## config.mk

```make
export PLATFORM = sky130hd
export DESIGN_NAME = fetch_controller
export DESIGN_NICKNAME = d
export VERILOG_FILES = /design/src/rtl/fetch_controller.sv
export SDC_FILE = /design/constraint.sdc
export NUM_CORES = 1
export LEC_CHECK = 0
export BUFFER_PORTS_ARGS = -buffer_cell sky130_fd_sc_hd__buf_4
export CAP_MARGIN = 20
export CELL_PAD_IN_SITES_DETAIL_PLACEMENT = 0
export CELL_PAD_IN_SITES_GLOBAL_PLACEMENT = 1
export CORE_AREA = 5 5 150 123
export DETAILED_ROUTE_END_ITERATION = 7
export DIE_AREA = 0 0 155 128
export PLACE_DENSITY_LB_ADDON = 0.1
export SYNTH_ARGS = -nofsm -noshare
export SYNTH_HDL_FRONTEND = slang
export SYNTH_SLANG_ARGS = --single-unit
```

## constraint.sdc

```tcl
create_clock -name clk -period 7.6 [get_ports clk]
set_input_delay 1.52 -clock clk [delete_from_list [all_inputs] [get_ports clk]]
set_output_delay 1.52 -clock clk [all_outputs]
set_load 0.05 [all_outputs]
```

## src/rtl/fetch_controller.sv

```systemverilog
// fetch_controller: instruction fetch sequencer with imem handshake, redirect, halt and timeout fault
module fetch_controller #(
  parameter logic [31:0] RESET_VECTOR = 32'h0000_0000,
  parameter int          TIMEOUT      = 16
) (
  input  logic        clk,
  input  logic        reset,
  input  logic        start,
  input  logic        halt,
  input  logic        redirect,
  input  logic [31:0] redirect_target,
  output logic        imem_req,
  output logic [31:0] imem_addr,
  input  logic        imem_ack,
  input  logic [31:0] imem_rdata,
  output logic        instr_valid,
  input  logic        instr_ready,
  output logic [31:0] instr,
  output logic [31:0] fetch_pc,
  output logic [31:0] link_addr,
  output logic        busy,
  output logic        fault
);
  localparam int CW = (TIMEOUT < 2) ? 1 : $clog2(TIMEOUT);
  localparam logic [1:0] S_IDLE    = 2'd0;
  localparam logic [1:0] S_FETCH   = 2'd1;
  localparam logic [1:0] S_DELIVER = 2'd2;
  localparam logic [1:0] S_FAULT   = 2'd3;
  localparam logic [CW-1:0] CNT_LAST = CW'(TIMEOUT - 1);

  logic [1:0]    r_state;
  logic [31:0]   r_pc;
  logic [31:0]   r_tgt;
  logic [31:0]   r_instr;
  logic [31:0]   r_fetch_pc;
  logic          r_valid;
  logic          r_fault;
  logic          r_kill;
  logic          r_halt_pend;
  logic [CW-1:0] r_cnt;
  logic          w_bad;
  logic          w_stop;

  assign w_bad       = redirect && (redirect_target[1:0] != 2'b00);
  assign w_stop      = r_halt_pend || halt;
  assign imem_req    = (r_state == S_FETCH);
  assign imem_addr   = r_pc;
  assign instr_valid = r_valid;
  assign instr       = r_instr;
  assign fetch_pc    = r_fetch_pc;
  assign link_addr   = r_fetch_pc + 32'd4;
  assign busy        = (r_state == S_FETCH) || (r_state == S_DELIVER);
  assign fault       = r_fault;

  // Fetch FSM: the PC stays stable while a request is outstanding, so a redirect
  // arriving mid-request is parked in r_tgt and applied when the ack retires it.
  always_ff @(posedge clk or posedge reset) begin
    if (reset) begin
      r_state     <= S_IDLE;
      r_pc        <= RESET_VECTOR;
      r_tgt       <= '0;
      r_instr     <= '0;
      r_fetch_pc  <= '0;
      r_valid     <= 1'b0;
      r_fault     <= 1'b0;
      r_kill      <= 1'b0;
      r_halt_pend <= 1'b0;
      r_cnt       <= '0;
    end else begin
      case (r_state)
        S_IDLE: if (start) begin
          r_pc    <= RESET_VECTOR;
          r_cnt   <= '0;
          r_kill  <= 1'b0;
          r_state <= S_FETCH;
        end
        S_FETCH: begin
          if (halt) r_halt_pend <= 1'b1;
          if (w_bad) begin
            r_fault <= 1'b1;
            r_state <= S_FAULT;
          end else if (imem_ack && (r_kill || redirect)) begin
            r_pc   <= redirect ? redirect_target : r_tgt;
            r_kill <= 1'b0;
            r_cnt  <= '0;
          end else if (imem_ack) begin
            r_instr    <= imem_rdata;
            r_fetch_pc <= r_pc;
            r_valid    <= 1'b1;
            r_cnt      <= '0;
            r_state    <= S_DELIVER;
          end else if (r_cnt == CNT_LAST) begin
            r_fault <= 1'b1;
            r_state <= S_FAULT;
          end else begin
            r_cnt <= r_cnt + 1'b1;
            if (redirect) begin
              r_kill <= 1'b1;
              r_tgt  <= redirect_target;
            end
          end
        end
        S_DELIVER: begin
          if (w_bad) begin
            r_valid <= 1'b0;
            r_fault <= 1'b1;
            r_state <= S_FAULT;
          end else if (redirect || instr_ready) begin
            r_valid     <= 1'b0;
            r_pc        <= redirect ? redirect_target : r_pc + 32'd4;
            r_halt_pend <= 1'b0;
            r_cnt       <= '0;
            r_state     <= w_stop ? S_IDLE : S_FETCH;
          end
        end
        default: ;
      endcase
    end
  end
endmodule
```

==> results.json, run 1 <==
{
  "arrival_ns": 2.66,
  "synth_top_area_share_pct": 49.0,
  "cts_tree": "done",
  "area_delta_synth_final_pct": 31.9,
  "synth.top_cells.by_count": "138 x dfrtp_1, 91 x mux2_2, 60 x o21ai_0",
  "routed_wl_microns": 20000,
  "routedWlPerCell_microns": 18.6,
  "io_buffers": 202,
  "grt_overflow_total": 0,
  "post_cts_buffers": 0,
  "grt_pass1_wl_microns": 31700,
  "ant_nets": 0,
  "outcome": "finished clean",
  "vias": 5955,
  "layout-drive-gt1-share_pct": 41.2,
  "place_hpwl_microns": 14100,
  "antenna_cells": 0,
  "die_area_sq_um": 19800,
  "worstSetupEndpointType": "primary output",
  "drt_iter0_markers": 324,
  "critPathMaxFanout": 7,
  "setup_violations": 0,
  "fin_setup_tns_ns": 0,
  "intPower_w": 0.00229,
  "synth.cell_area_sq_um": 7050,
  "tightest_slew_ns": 0.892,
  "synth-main-ff-cell": "dfrtp_1",
  "max_slew_margin_pct": 40.4,
  "nets": 914,
  "synth_seq_area_share_pct": 49.0,
  "period_minus_slack_ns": 4.18,
  "cts_resized": 0,
  "p_sw_share_pct": 49.7,
  "period_share_pct": 55.1,
  "maxCapViolCount": 0,
  "synthArstFlopShare_pct": 100,
  "drc": 0,
  "synth_edf_count": 0,
  "fin_worst_skew_ns": 0.0100,
  "clk_pin_slew_worst_paths_ns": 0.06,
  "max_freq_mhz": 239,
  "place.gp.congestion": 0.872,
  "htreeDepth": 4,
  "synth_warnings": 0,
  "ctsRootBufferMaster": "clkbuf_16",
  "cts_buffers": 17,
  "hp-class": "flip-flop to flip-flop",
  "netlist_instances": 645,
  "pwr-share-comb_pct": 53.0,
  "critPathKind": "flip-flop to primary output",
  "p_per_area_nw_per_um2": 491,
  "num_rows": 43,
  "ys_seq_elements": 138,
  "fillers": 1502,
  "cp-start-kind": "flip-flop",
  "fp.dieH_microns": 128,
  "avgSynthCellArea_sq_um": 10.9,
  "yosysUniqueCellTypes": 59,
  "required_ns": 6.08,
  "hold_buffers": 0,
  "synth.most_common_cell": "dfrtp_1",
  "vias_per_cell": 5.54,
  "leakagePower_nw": 4.30,
  "peakVddDrop_v": 0.000265,
  "final_hold_viol_count": 0,
  "cts.sinks": 138,
  "rsz0062_at_grt": "no",
  "net-switching-power_w": 0.00227,
  "grt_max_degree": 78,
  "fin_util_pct": 54.9,
  "synthesis.nets": 723,
  "boundaryPins": 203,
  "antenna_found_initial": 0,
  "grt_pass1_vias": 5837,
  "start_util_pct": 41.6,
  "synth_area_leaders": "dfrtp_1 49%, mux2_2 15%, o21ai_0 4.3%, xnor2_1 2.4%, nand2_1 1.9%",
  "drv_slew": 0,
  "power.share.clock_pct": 17.8,
  "clockBufferDepth": 2,
  "fp.dieW_microns": 155,
  "coreArea_sq_um": 16900,
  "grt_usage_pct": 20.0,
  "seq_power_share_pct": 29.2,
  "yosys.area.top_type": "dfrtp_1",
  "insertion_delay_ns": 0.42,
  "drtPass1Iterations": 5
}
registers in the layout (all words and copies together), names as in the netlist:
name	flops
fault	1
fetch_pc	32
imem_addr	32
instr	32
instr_valid	1
r_cnt	4
r_halt_pend	1
r_kill	1
r_state	2
r_tgt	32
power by group through the flow:
stage	Clock, W	Sequential [W]	Combinational [W]
global placement	0	0.00133	0.00241
CTS	0.000831	0.00133	0.00244
finish	0.000811	0.00133	0.00242
global route	0.000859	0.00138	0.00255
detailed placement	0	0.00134	0.00243
floorplan	0	0.00200	0.00103
per-layer routing:
| metal | vias up | global-route usage (%) | wire length (microns) |
|---|---|---|---|
| met5 | - | 0 | 0 |
| met4 | 0 | 5.30 | 234 |
| met2 | 206 | 30.6 | 9210 |
| met1 | 2962 | 28.1 | 9020 |
| li1 | 2768 | - | - |
| met3 | 19 | 5.53 | 1540 |
cells in the final DEF (no fill, tap or decap), types with 19 or more instances in the layout:
cell type  count
xnor2_1       19
nand3_1       24
o21ai_0       60
buf_4        208
nor2_1        33
dfrtp_1      138
nand2_1       36
mux2_2        91
metrics by stage:
step                worst slack (ns)  cell area, sq um  power [W]  cells  hold WS (ns)
floorplan                       2.38              7050    0.00303    645         0.454
global placement                3.94              8710    0.00374   1041         0.473
detailed placement              3.85              8710    0.00378   1041         0.473
CTS                             3.38              9290    0.00460   1073         0.493
global route                    3.19              9300    0.00479   1074         0.505
finish                          3.42              9300    0.00456   1074         0.488
cell type report:
| class | count | area, sq um | share of cell area (%) |
|---|---|---|---|
| Sequential cell | 138 | 3450 | 37.1 |
| Multi-Input combinational cell | 452 | 3340 | 35.9 |
| Timing Repair Buffer | 209 | 1570 | 16.9 |
| Clock buffer | 17 | 425 | 4.58 |
| Tap cell | 225 | 282 | 3.03 |
| Clock inverter | 15 | 155 | 1.67 |
| Inverter | 18 | 72.6 | 0.781 |
kinds of logic (layout without fill, tap and decap cells):
kind of cell,after synthesis,count (layout),synth area share [%]
buffers and inverters,55,259,3.69
AO/OA/AOI/OAI,164,164,15.2
multiplexers,91,91,14.5
flip-flops,138,138,49.0
AND/OR/NAND/NOR,161,161,12.8
XOR/XNOR,29,29,3.60
adder cells (fa/ha/maj),7,7,1.24
worst paths after layout:
kind | to | slack (ns) | depth (start not counted) | start
setup / recovery | link_addr[25] | 3.42 | 6 | fetch_pc[4]$_DFFE_PP0P_
hold / removal | r_tgt[0]$_DFFE_PP0P_ | 0.49 | 1 | r_tgt[0]$_DFFE_PP0P_
setup reg to reg | imem_addr[30]$_DFFE_PP0P_ | 4.64 | 7 | r_state[0]$_DFFE_PP0P_
hold reg to reg | r_tgt[0]$_DFFE_PP0P_ | 0.49 | 1 | r_tgt[0]$_DFFE_PP0P_
max in group asynchronous | instr[29]$_DFFE_PP0P_ | 5.10 | 3 | reset
min in group asynchronous | fetch_pc[22]$_DFFE_PP0P_ | 1.21 | 2 | reset
worst max-delay path: stages (launching register included):
cell and delay, ns:
dfrtp_1 0.47, and4_1 0.32, nand4_1 0.34, nor3_2 0.53
nand3_1 0.17, xnor2_1 0.19, buf_4 0.22
(Power assumes the default switching activity.)
==> inputs of run 2 (changes only) <==
--- a/config.mk
+++ b/config.mk
@@ -5,13 +5,14 @@
 export SDC_FILE = /design/constraint.sdc
 export NUM_CORES = 1
 export LEC_CHECK = 0
+export ABC_AREA = 1
 export BUFFER_PORTS_ARGS = -buffer_cell sky130_fd_sc_hd__buf_4
 export CAP_MARGIN = 20
 export CELL_PAD_IN_SITES_DETAIL_PLACEMENT = 0
 export CELL_PAD_IN_SITES_GLOBAL_PLACEMENT = 1
-export CORE_AREA = 5 5 150 123
+export CORE_AREA = 5 5 174 143
 export DETAILED_ROUTE_END_ITERATION = 7
-export DIE_AREA = 0 0 155 128
+export DIE_AREA = 0 0 179 148
 export PLACE_DENSITY_LB_ADDON = 0.1
 export SYNTH_ARGS = -nofsm -noshare
 export SYNTH_HDL_FRONTEND = slang
==> constraint.sdc (replaced) <==
create_clock -name clk -period 3.5 [get_ports clk]
set_input_delay 0.7 -clock clk [delete_from_list [all_inputs] [get_ports clk]]
set_output_delay 0.7 -clock clk [all_outputs]
set_load 0.05 [all_outputs]
==> results.json, run 2 <==
{
  "outcome": "finished clean",
  "synth_area_leaders": "dfrtp_1 44%, nand2_1 15%, o21ai_0 5.8%, mux2_2 5.3%, inv_1 4.8%",
  "final_cell_mix": "307 x nand2_1, 211 x buf_4, 138 x dfrtp_1",
  "max_freq_mhz": 339,
  "place_ws_ns": 0.937,
  "ys_seq_elements": 138,
  "synth.top_cells.by_count": "307 x nand2_1, 138 x dfrtp_1, 100 x inv_1",
  "synth.most_common_cell": "nand2_1",
  "yosysUniqueCellTypes": 44,
  "synth_top_area_share_pct": 43.9,
  "vias_per_cell": 4.65,
  "htreeDepth": 4,
  "start_util_pct": 34.3,
  "path_buf_inv": 1,
  "multiInputGateArea_sq_um": 3770,
  "synth.cell_area_sq_um": 7870,
  "layout-drive-gt1-share_pct": 26.3,
  "grt_usage_pct": 18.2,
  "cts_tree": "done",
  "grt_max_degree": 63,
  "maxCapViolCount": 0,
  "crit_slowest_cell": "dfrtp_1",
  "drtPass1Iterations": 5,
  "synth-main-ff-cell": "dfrtp_1",
  "final_common_cell": "nand2_1",
  "fillers": 2373,
  "netlist_instances": 1019,
  "p_per_area_nw_per_um2": 977,
  "area_delta_synth_final_pct": 30.5,
  "synth_warnings": 0,
  "clk_pin_slew_worst_paths_ns": 0.06,
  "setup_violations": 0,
  "net-switching-power_w": 0.00515,
  "num_rows": 50,
  "crit_chain": "ha_1 > nand3_1 > nor2_2 > nand2_1 > nor2_1 > nand4_1 > xnor2_1 > buf_4",
  "synthArstFlopShare_pct": 100,
  "synthesis.nets": 1097,
  "synth_edf_count": 0,
  "critPathMaxFanout": 5,
  "setup_ws_ns": 0.548,
  "fin_setup_tns_ns": 0,
  "io_buffers": 202,
  "insertion_delay_ns": 0.42,
  "max_slew_margin_pct": 48.6,
  "cts.sinks": 138,
  "vias": 7140,
  "antenna_cells": 0,
  "drt_iter0_markers": 372,
  "cp_top_family": "simple AND/OR/NAND/NOR gates",
  "synth_seq_area_share_pct": 43.9,
  "routedWlPerCell_microns": 15.8,
  "hold_buffers": 0,
  "fp.dieH_microns": 148,
  "worstSetupEndpointType": "primary output",
  "coreArea_sq_um": 23000,
  "die_area_sq_um": 26500,
  "crit_path_max_incr_delay_ns": 0.42,
  "period_minus_slack_ns": 2.95,
  "tightest_slew_ns": 0.770,
  "leakagePower_nw": 5.09,
  "period_share_pct": 84.3,
  "boundaryPins": 203,
  "seq_area_sq_um": 3450,
  "ctsRootBufferMaster": "clkbuf_16",
  "required_ns": 2.80,
  "grt_pass1_wl_microns": 38100,
  "place_hpwl_microns": 18500,
  "hp-class": "input pin to asynchronous set/reset pin",
  "yosys.area.top_type": "dfrtp_1",
  "pwr-share-comb_pct": 52.9,
  "fin_worst_skew_ns": 0.00936,
  "routed_wl_microns": 24300,
  "seq_power_share_pct": 28.7,
  "drv_slew": 0,
  "antenna_found_initial": 0,
  "grt_pass1_vias": 6825,
  "fp.dieW_microns": 179,
  "grt_overflow_total": 0,
  "final_hold_viol_count": 0,
  "rsz0062_at_grt": "no",
  "total_power_w": 0.0100,
  "p_sw_share_pct": 51.4,
  "avgSynthCellArea_sq_um": 7.72,
  "arrival_ns": 2.25,
  "clockBufferDepth": 2,
  "peakVddDrop_v": 0.000368,
  "post_cts_buffers": 0,
  "ant_nets": 0,
  "power.share.clock_pct": 18.4,
  "place.gp.congestion": 0.841,
  "nets": 1290,
  "drc": 0,
  "intPower_w": 0.00487,
  "cts_buffers": 17,
  "cts_resized": 0,
  "critPathKind": "flip-flop to primary output",
  "cp-start-kind": "flip-flop"
}
## run 2: cell count changes after synthesis, moves of 12 or more
cell,previous run,this run
a22oi_1,16,0
nor2_1,33,83
a31oi_1,12,0
mux2_2,91,37
nand3_1,24,38
a21oi_1,17,51
nor3_1,7,19
inv_1,18,100
xor2_1,10,29
and3_1,12,0
nand2_1,36,307
o21ai_0,60,91
## run 2: cell families after synthesis
family          after synthesis  synth area share, %
simple gates                486                 26.1
compound gates              168                 11.3
buf+inv                     146                 8.19
flops                       138                 43.9
xor+xnor                     37                 4.12
mux                          37                 5.30
fa+ha+maj                     7                 1.11
## run 2: path summary, 6_finish.rpt
kind	start	end	slack [ns]	depth (start not counted)
max in group asynchronous	reset	r_tgt[18]$_DFFE_PP0P_	2.30	3
setup / recovery	fetch_pc[3]$_DFFE_PP0P_	link_addr[26]	0.55	8
hold reg to reg	r_tgt[26]$_DFFE_PP0P_	r_tgt[26]$_DFFE_PP0P_	0.49	2
min in group clk	r_tgt[26]$_DFFE_PP0P_	r_tgt[26]$_DFFE_PP0P_	0.49	2
hold / removal	reset	r_tgt[2]$_DFFE_PP0P_	0.41	2
setup reg to reg	r_state[0]$_DFFE_PP0P_	imem_addr[26]$_DFFE_PP0P_	1.14	12
## run 2: metal layers
| metal | global-route usage, % | vias up | part of all wire, % | wire length (microns) |
|---|---|---|---|---|
| met5 | 0 | - | 0 | 0 |
| met4 | 3.72 | 0 | 0.85 | 206 |
| met3 | 3.25 | 15 | 5.2 | 1280 |
| met2 | 26.3 | 151 | 42 | 10300 |
| met1 | 28.3 | 3312 | 51 | 12500 |
| li1 | - | 3662 | - | - |
## run 2: power groups by stage
stage / Combinational, W / Sequential, W / Clock [W]
floorplan: 0.00228 / 0.00432 / 0
global placement: 0.00535 / 0.00288 / 0
detailed placement: 0.00536 / 0.00291 / 0
CTS: 0.00537 / 0.00288 / 0.00188
global route: 0.00568 / 0.00297 / 0.00196
finish: 0.00530 / 0.00288 / 0.00184
## run 2: worst reg2reg max path, delay by kind of cell (launching register included)
family | cells | cell delay [ns]
DFF | 1 | 0.40
adders and majority gates | 1 | 0.22
and+or+nand+nor | 7 | 0.87
buffers and inverters | 4 | 0.74
## run 2: layout make-up
type                       count  area share [%]
inverter                     107            4.11
clock buffer                  18            4.28
clock inverter                14            1.57
timing repair buffer         213            15.8
tap                          312            3.80
multi-input combinational    735            36.8
sequential                   138            33.6
## run 2: per-stage QoR
step | hold WS (ns) | util, % | cell area [sq um] | instances
after floorplan | 0.453 | - | 7870 | 1019
after global placement | 0.468 | 42.1 | 9660 | 1505
after detailed placement | 0.476 | 42.1 | 9660 | 1505
after CTS | 0.420 | 44.7 | 10300 | 1537
after global routing | 0.463 | 44.7 | 10300 | 1537
final | 0.410 | 44.7 | 10300 | 1537
